<file path="src/rtl/load_store_unit.sv">
// Memory-stage load/store unit: ready/valid handshake with a variable-latency data memory,
// lane shifting, load extension and a request timeout. Optional feature macro: LSU_MISALIGN_TRAP_EN.
module load_store_unit #(
    parameter int unsigned TIMEOUT_CYCLES = 255
) (
    input  logic        i_clk,
    input  logic        i_rst_n,
    input  logic        i_valid,
    input  logic        i_mem_read,
    input  logic        i_mem_write,
    input  logic [2:0]  i_funct3,
    input  logic [3:0]  i_dmem_mask,
    input  logic [31:0] i_addr,
    input  logic [31:0] i_store_data,
    output logic        o_dmem_req,
    output logic        o_dmem_wen,
    output logic [31:0] o_dmem_addr,
    output logic [31:0] o_dmem_wdata,
    output logic [3:0]  o_dmem_mask,
    input  logic        i_dmem_ready,
    input  logic        i_dmem_rvalid,
    input  logic [31:0] i_dmem_rdata,
    output logic        o_stall,
    output logic        o_load_valid,
    output logic [31:0] o_load_data,
    output logic        o_misaligned,
    output logic        o_bus_err
);

    typedef enum logic [1:0] {IDLE, REQ, WAIT, DONE} state_t;

    state_t      state_q, state_d;
    logic [7:0]  cnt_q;
    logic [29:0] addr_q;
    logic [1:0]  off_q;
    logic [2:0]  funct3_q;
    logic        wen_q;
    logic [31:0] wdata_q;
    logic [3:0]  mask_q;
    logic        err_q;
    logic [31:0] load_data_q;

    logic        mem_op;
    logic        misaligned;
    logic        start;
    logic        timeout;
    logic [1:0]  offset;
    logic [31:0] rshift;
    logic [31:0] load_ext;

    assign mem_op = i_valid & (i_mem_read | i_mem_write);

`ifdef LSU_MISALIGN_TRAP_EN
    always_comb begin
        misaligned = 1'b0;
        case (i_funct3[1:0])
            2'b01:        misaligned = i_addr[0];
            2'b10, 2'b11: misaligned = |i_addr[1:0];
            default:      misaligned = 1'b0;
        endcase
    end
    assign offset       = i_addr[1:0];
    assign o_misaligned = (state_q == IDLE) & mem_op & misaligned;
`else
    // Without the trap, the lane offset is snapped to the natural alignment of the access size.
    always_comb begin
        offset = i_addr[1:0];
        case (i_funct3[1:0])
            2'b01:        offset = {i_addr[1], 1'b0};
            2'b10, 2'b11: offset = 2'b00;
            default:      offset = i_addr[1:0];
        endcase
    end
    assign misaligned   = 1'b0;
    assign o_misaligned = 1'b0;
`endif

    assign start   = (state_q == IDLE) & mem_op & ~misaligned;
    assign timeout = (cnt_q == 8'(TIMEOUT_CYCLES - 1));

    always_comb begin
        rshift   = i_dmem_rdata >> {off_q, 3'b000};
        load_ext = rshift;
        case (funct3_q)
            3'b000:  load_ext = {{24{rshift[7]}}, rshift[7:0]};
            3'b100:  load_ext = {24'd0, rshift[7:0]};
            3'b001:  load_ext = {{16{rshift[15]}}, rshift[15:0]};
            3'b101:  load_ext = {16'd0, rshift[15:0]};
            default: load_ext = rshift;
        endcase
    end

    // A handshake arriving in the timeout cycle takes priority over the abort.
    always_comb begin
        state_d = state_q;
        case (state_q)
            IDLE: if (start) state_d = REQ;
            REQ: begin
                if (i_dmem_ready)  state_d = wen_q ? DONE : WAIT;
                else if (timeout)  state_d = DONE;
            end
            WAIT: begin
                if (i_dmem_rvalid) state_d = DONE;
                else if (timeout)  state_d = DONE;
            end
            DONE:    state_d = IDLE;
            default: state_d = IDLE;
        endcase
    end

    always_ff @(posedge i_clk) begin
        if (!i_rst_n) begin
            state_q     <= IDLE;
            cnt_q       <= '0;
            addr_q      <= '0;
            off_q       <= '0;
            funct3_q    <= '0;
            wen_q       <= 1'b0;
            wdata_q     <= '0;
            mask_q      <= '0;
            err_q       <= 1'b0;
            load_data_q <= '0;
        end else begin
            state_q <= state_d;
            case (state_q)
                IDLE: begin
                    if (start) begin
                        addr_q   <= i_addr[31:2];
                        off_q    <= offset;
                        funct3_q <= i_funct3;
                        wen_q    <= ~i_mem_read;
                        wdata_q  <= i_store_data << {offset, 3'b000};
                        mask_q   <= i_dmem_mask << offset;
                        cnt_q    <= '0;
                        err_q    <= 1'b0;
                    end
                end
                REQ: begin
                    if (i_dmem_ready) begin
                        cnt_q <= '0;
                    end else begin
                        cnt_q <= cnt_q + 8'd1;
                        if (timeout) err_q <= 1'b1;
                    end
                end
                WAIT: begin
                    if (i_dmem_rvalid) begin
                        load_data_q <= load_ext;
                    end else begin
                        cnt_q <= cnt_q + 8'd1;
                        if (timeout) err_q <= 1'b1;
                    end
                end
                DONE: err_q <= 1'b0;
                default: ;
            endcase
        end
    end

    assign o_dmem_req   = (state_q == REQ);
    assign o_dmem_wen   = wen_q;
    assign o_dmem_addr  = {addr_q, 2'b00};
    assign o_dmem_wdata = wdata_q;
    assign o_dmem_mask  = mask_q;
    assign o_stall      = start | (state_q == REQ) | (state_q == WAIT);
    assign o_load_valid = (state_q == DONE) & ~wen_q & ~err_q;
    assign o_bus_err    = (state_q == DONE) & err_q;
    assign o_load_data  = load_data_q;

endmodule

</file>
<file path="config.mk">
export PLATFORM = sky130hd
export DESIGN_NAME = load_store_unit
export DESIGN_NICKNAME = d
export VERILOG_FILES = /design/src/rtl/load_store_unit.sv
export SDC_FILE = /design/constraint.sdc
export NUM_CORES = 1
export LEC_CHECK = 0
export ABC_AREA = 1
export CAP_MARGIN = 20
export CORE_MARGIN = 1.5
export CORE_UTILIZATION = 45
export CTS_CLUSTER_DIAMETER = 80
export CTS_CLUSTER_SIZE = 25
export DETAILED_ROUTE_END_ITERATION = 8
export GPL_TIMING_DRIVEN = 0
export PLACE_DENSITY = 0.92
export SLEW_MARGIN = 20
export SYNTH_ARGS = -nofsm -noshare
export SYNTH_HDL_FRONTEND = slang
export SYNTH_SLANG_ARGS = --single-unit
</file>
<file path="constraint.sdc">
create_clock -name i_clk -period 1.9 [get_ports i_clk]
set_clock_uncertainty 0.15 [all_clocks]
set_input_delay 0.19 -clock i_clk [delete_from_list [all_inputs] [get_ports i_clk]]
set_output_delay 0.19 -clock i_clk [all_outputs]
set_load 0.02 [all_outputs]
</file>
Yosys cells after proc, flatten, opt, wreduce, memory -nomap -nowiden:

Cells that the tools add are included.

* register bits: 115
* output and inout bits: 106
* input bits: 110

* equality and inequality tests: 13
* bitwise gates (word level): 11
* shift-type cells: 3
* reduce and logical (&&, ||, !) cells: 8
* muxes and demuxes: 17
* add/sub/neg operators: 1

Operators with widths (number)
* 32-bit case mux with 4 select lines: 1
* 32-bit by 5-bit << shifter with 32-bit output: 1
* 32-bit by 5-bit right shift with 32-bit output: 1
* 8-bit 2-to-1 mux: 3
* 8-bit case mux with 3 select lines: 1
* 8-bit by 1-bit adder with 8-bit output, second input constant: 1
* 2-bit == test, second input constant: 4
* 8-bit == test, second input constant: 1
* 2-bit 2-to-1 mux: 4
* 2-bit case mux with 4 select lines: 1
* 3-bit == test, second input constant: 2
* 2-bit inequality test, second input constant: 3
* 3-bit AND reduction: 2
* 1-bit AND: 5
* 1-bit 2-to-1 mux: 5
* 2-bit by 1-bit == test with 1-bit output, second input constant: 2
* 1-bit case mux with 4 select lines: 1
* 2-bit case mux with 2 select lines: 1
* 2-bit AND reduction: 2
* 4-bit by 2-bit << shifter with 4-bit output: 1
* 3-bit by 1-bit == test with 1-bit output, second input constant: 1
* 3-bit zero test: 1
* 1-bit inverter: 3
* 1-bit OR: 3
* other kinds (3): 3

Longest topological paths before layout:

Gate-level depths: netlist (run 1).

* depth in word-level cells: 5
* gate-level depth with buffers: 10

Least setup slack after synthesis (run 1):

Ideal clock, no wire load.

* kind: register to output
* from: reg state_q[0]
* to: out o_stall
* data required time: 1.560 ns
* arrival time: 1.442 ns
* path buffers: 3
* cell stages (with the launch flop): 8
* path slack: 0.118 ns
* cell sequence: dfxtp_1 inv_1 ha_1 nand3_2 buf_6 buf_4 buf_6 nand3_1

* longest elaborated chain between the ends: 4
* elaborated cells between the ends (all ways): 6
* classes of those cells: eq/ne (2); bitwise (3); reduce/logical (1)

RTL lines
* start: declaration: line 32 `state_t state_q, state_d;`
* start signal: assignment: line 124 `state_q <= state_d;`
* 2-bit zero test: line 78 `assign start = (state_q == IDLE) & mem_op & ~misaligned;`
* 1-bit AND: line 78
* 1-bit OR: line 165 `assign o_stall = start | (state_q == REQ) | (state_q == WAIT);`
* 1-bit OR *: line 165
* end: declaration: line 23 `output logic o_stall,`

Every way passes the cells marked *; elsewhere a longest branch is shown, timed or not.

Worst setup path in the final report (run 1):

* from: reg state_q[1]
* to: out o_stall

Same word-level chain as after synthesis.

==> metrics.txt, run 1 <==
Worst Path Max Fanout=7; Slew @ Worst Pin=0.502 ns; final core occ=0.711; DP Wirelength=15,100 um; Commonest cells post-synth=nand2_1, dfxtp_1, inv_1, nor2_1, nand3_1; DIE AREA=13,800 sq um; r2r setup slk=0.06 ns; Final Hold Viols=0; mapped cell area=5890 sq um; Pwr Density=895 nW/um^2; drt total wl=20,200 um; count of pins over their slew limit=0; WP depth=7; Post-synth EDFFs=0; register area share after synthesis=0.391; arrival time worst endpoint=1.52 ns; slowest CP cell=dfxtp_4; area delta synth->final=53.0%; antenna violations before repair=1; I/O pins=216; Max-cap violations=0; Fmax=538 MHz; fin worst setup slack=0.0398 ns; Synth Warn #=0; r2r worst-path depth=8; cell with the most instances after synthesis=nand2_1; relative slew slack=0.665; clk buf depth=2; CTS Sinks=115; CTS tree=yes; DRC Markers=0; Die Height=117 um; post-layout minimum cycle time=1.86 ns; DR vias/cell=5.10; Root Buffer=clkbuf_16; HP Start=i_rst_n; DP Worst Slack=-0.603 ns; H-tree levels=4; starting density of the core=0.465; DR iter-0 viols=667; setup TNS=0 ns; HP Class=input port to flip-flop; worst setup path startpoint=state_q[1]; CP Cell Sequence=inv_4 > ha_4 > nand3_4 > buf_8 > buf_12 > nand3_4 > buf_6; first-pass GRT wire length=31,500 um; Synth Flop Type=dfxtp_1; VDD IR-drop max=0.536 mV; Nets=1,258; via count=6,766; CP Launch Type=flip-flop; Gate Count Post-Synth=902; gr usage total=0.287; Critical path destination=o_stall; GRT Residual Overflow=0; Pleak=4.14 nW; Worst EP required=1.56 ns; unrepaired setup endpoints after global routing=true; Synth area leaders=dfxtp_1, nand2_1, inv_1; footprint of the multi-input gates=2880 sq um; # setup viols final=0; Crit path top cell by count=nand3_4; syn avg cell area=6.53 sq um; die width=117 um; asr flop ratio synth=0; wire length per cell=15.3 um; status=finished, final reports clean; FILL cells=1,014; Core Area=12,700 sq um; post-route cell area=9010 sq um; leading area contributor after synthesis=dfxtp_1; placed instance area=8230 sq um; Tcrit/Tclk final=0.979; synthesis-stage register bit count=115; largest delay contributor family on the critical path=buffers and inverters; Buffers on Ports=211; Post-DRT Antenna Nets=0; vias in the first global route=6,307; worst skew pair latency=0.42 ns; pin count of the biggest net entering global routing=20; FF+latch area=2310 sq um; Worst setup EP type=output pin; hold_buf cts=0; drt first pass iters=7; WS Path Type=flip-flop to output pin; post-synthesis cell type count=30; total power=0.00807 W; Placer Congestion=0.917; Yosys top cell area share=0.391; row count=41; reg2reg start=state_q[1]; Clock transition at path regs=0.06 ns; reg2reg end=funct3_q[0]; clock buffer count from CTS=17; layout cells sized above 1=0.0997; Buf+Inv Stages, Crit Path=4; Max stage delay on crit path=0.38 ns
-- registers in the layout, summed over array words and instances (netlist names) --
register      flops
o_dmem_wdata     32
o_dmem_wen        1
cnt_q             8
funct3_q          3
o_dmem_mask       4
addr_q           30
off_q             2
state_q           2
err_q             1
o_load_data      32
-- worst min-delay path by stage --
| stage | to | slack, ns | depth (start not counted) |
|---|---|---|---|
| 4_1_cts | o_load_data[9] | 0.19 | 5 |
| 5_1_grt | o_dmem_wdata[18] | 0.22 | 4 |
| 2_1_floorplan | addr_q[25] | 0.23 | 2 |
| 6_report | o_dmem_wdata[22] | 0.21 | 4 |
| 3_5_place_dp | addr_q[1] | 0.29 | 2 |
| 3_3_place_gp | addr_q[10] | 0.28 | 2 |
-- per-layer routing --
layer | track usage | routed length, um
met2 | 0.486 | 9690
met1 | 0.328 | 7910
met4 | 0.152 | 926
met5 | 0 | 0
met3 | 0.0812 | 1700
-- cell type report --
cell class,instances,area share
Tap cell,172,0.0239
Antenna cell,1,0.000278
Timing Repair Buffer,218,0.240
Clock inverter,8,0.0162
Clock buffer,24,0.0557
Buffer,54,0.0385
Inverter,117,0.0493
Multi-Input combinational cell,617,0.320
Sequential cell,115,0.256
-- cells in the final DEF, fill, tap and decap left out, types with 3 or more instances in the layout --
| master | count |
|---|---|
| a21oi_1 | 64 |
| a22oi_1 | 9 |
| a31oi_1 | 9 |
| buf_2 | 16 |
| buf_4 | 14 |
| buf_6 | 7 |
| bufinv_16 | 4 |
| clkbuf_1 | 15 |
| clkbuf_16 | 17 |
| clkbuf_2 | 8 |
| clkbuf_8 | 5 |
| clkdlybuf4s50_1 | 207 |
| conb_1 | 3 |
| dfxtp_1 | 113 |
| ha_1 | 7 |
| inv_1 | 108 |
| inv_2 | 7 |
| nand2_1 | 268 |
| nand2_2 | 3 |
| nand3_1 | 64 |
| nand3_2 | 3 |
| nor2_1 | 93 |
| nor3_1 | 3 |
| o211ai_1 | 14 |
| o21ai_0 | 53 |
| or2_2 | 7 |
-- worst min-delay path, stage by stage --
cell and delay (ns):
clkbuf_1 0.16, buf_2 0.25, nand2_1 0.09, inv_1 0.03
-- logic make-up after synthesis --
| group | after synthesis | synth area share |
|---|---|---|
| DFF | 115 | 0.391 |
| buffers and inverters | 172 | 0.130 |
| adders and majority gates | 8 | 0.0170 |
| other | 1 | 0.000637 |
| and+or+nand+nor | 452 | 0.318 |
| AOI/OAI and AO/OA | 154 | 0.144 |
-- timing repair --
item | in CTS | in global routing
resized for setup | 28 | 20
endpoints found under the setup margin | 58 | 47
pin swaps | 0 | 2
buffers inserted | 1 | 6
-- power breakdown --
group	internal [W]	switching (W)
Clock	0.00236	0.00110
Sequential	0.00259	0.000105
Combinational	0.000848	0.00106
-- per-stage QoR --
stage	std cells	hold slack (ns)
after global routing	1326	0.222
after CTS	1319	0.195
final	1326	0.206
after floorplan	904	0.231
after global placement	1287	0.281
after detailed placement	1287	0.286
Note: power is estimated with default switching activity, not from simulation.
==> run 2, diff against run 1 <==
- PLACE_DENSITY: 0.92 -> 0.79
==> metrics.txt, run 2 (same netlist as run 1, synthesis figures left out) <==
status=finished with violations; violated checks=negative setup slack; via count=6,633; met2 usage=0.457; clock buffer count from CTS=17; post-layout minimum cycle time=1.91 ns; post-route cell area=8900 sq um; ANT cells=0; DP Wirelength=14,800 um; drt first pass iters=6; drt total wl=19,900 um; Buffers on Ports=211; most used routing layer=met2; worst skew pair latency=0.42 ns; fin worst setup slack=-0.00568 ns; highest-count cells in the layout ignoring fill and taps=nand2_1, clkdlybuf4s50_1, dfxtp_1; VDD IR-drop max=0.490 mV; Die Height=117 um; Worst setup EP type=output pin; Pleak=4.09 nW; die width=117 um; CTS tree=yes; clk buf depth=2; GRT Residual Overflow=0; vias in the first global route=6,070; DR vias/cell=5.01; Pwr Density=853 nW/um^2; HP Class=input port to flip-flop; DR iter-0 viols=620; met1 Use GR=0.357; hold_buf cts=0; Core Area=12,700 sq um; Final Hold Viols=0; count of pins over their slew limit=0; Root Buffer=clkbuf_16; DIE AREA=13,800 sq um; # setup viols final=1; area delta synth->final=51.1%; CTS Sinks=115; wire length per cell=15.1 um; met3 Usage GRT=0.0837; r2r setup slk=0.03 ns; DRC Markers=0; gr usage total=0.286; H-tree levels=4; starting density of the core=0.465; antenna violations before repair=0; commonest non-fill, non-tap cell in the layout=nand2_1; I/O pins=216; row count=41; relative slew slack=0.607; placed instance area=8230 sq um; Clock transition at path regs=0.05 ns; Slew @ Worst Pin=0.589 ns; arrival time worst endpoint=1.57 ns; Nets=1,257; Placer Congestion=0.956; pin count of the biggest net entering global routing=19; Max-cap violations=0; Worst EP required=1.56 ns; WS Path Type=flip-flop to output pin; Fmax=525 MHz; Post-DRT Antenna Nets=0; Worst Path Max Fanout=8; layout cells sized above 1=0.0929; CP Launch Type=flip-flop; total power=0.00759 W; first-pass GRT wire length=31,300 um; Tcrit/Tclk final=1.00; unrepaired setup endpoints after global routing=true
-- run 2: cell count changes in the layout (fill, tap and decap cells not counted), moves of 2 or more --
cell / change
clkinv_2: +3
clkbuf_1: +7
clkbuf_8: -5
bufinv_16: -2
clkbuf_2: -3
-- run 2: worst paths after layout --
path	endpoint	from	cells after the start
setup / recovery	o_stall	state_q[1]	7
hold / removal	addr_q[13]	i_addr[15]	3
setup reg to reg	cnt_q[4]	state_q[1]	8
hold reg to reg	addr_q[20]	addr_q[20]	2
-- run 2: report_power, final --
part           switching, W  internal [W]  total [W]
clock network       0.00109       0.00192    0.00301
logic               0.00105      0.000840    0.00189
registers          0.000102       0.00259    0.00269
total               0.00225       0.00534    0.00759
-- run 2: final cells by class --
cell class	count	area, sq um
clock buffers	22	444
well taps	172	215
repair buffers	217	2150
multi-input cells	617	2880
fillers	1106	3770
inverters	117	444
plain buffers	54	344
clock inverters	10	110
flip-flops and latches	115	2310
-- run 2: repair_timing --
action	in CTS	in global routing
pin swaps	0	1
endpoints found under the setup margin	63	20
buffers inserted	1	5
gates resized for setup	27	13
-- run 2: metal layers --
metal / vias up / part of all wire
met4: 0 / 0.032
met3: 51 / 0.092
met2: 314 / 0.46
met1: 2963 / 0.41
met5: - / 0
li1: 3305 / -
-- run 2: metrics by stage --
step	utilization	setup TNS [ns]	std cells	hold slack (ns)	setup WS [ns]
2_1_floorplan	-	0	904	0.231	0.118
3_3_place_gp	0.649	-2.06	1287	0.281	-0.598
3_5_place_dp	0.649	-3.80	1287	0.285	-0.626
4_1_cts	0.697	-0.0825	1319	0.244	-0.0825
5_1_grt	0.702	-0.278	1324	0.264	-0.0551
6_report	0.702	-0.00568	1324	0.255	-0.00568
-- run 2: critical path, cell delays in order (launching register included) --
cell	delay [ns]
dfxtp_4	0.37
inv_4	0.07
ha_4	0.15
nand3_4	0.10
buf_12	0.16
buf_12	0.12
nand3_4	0.05
buf_6	0.12
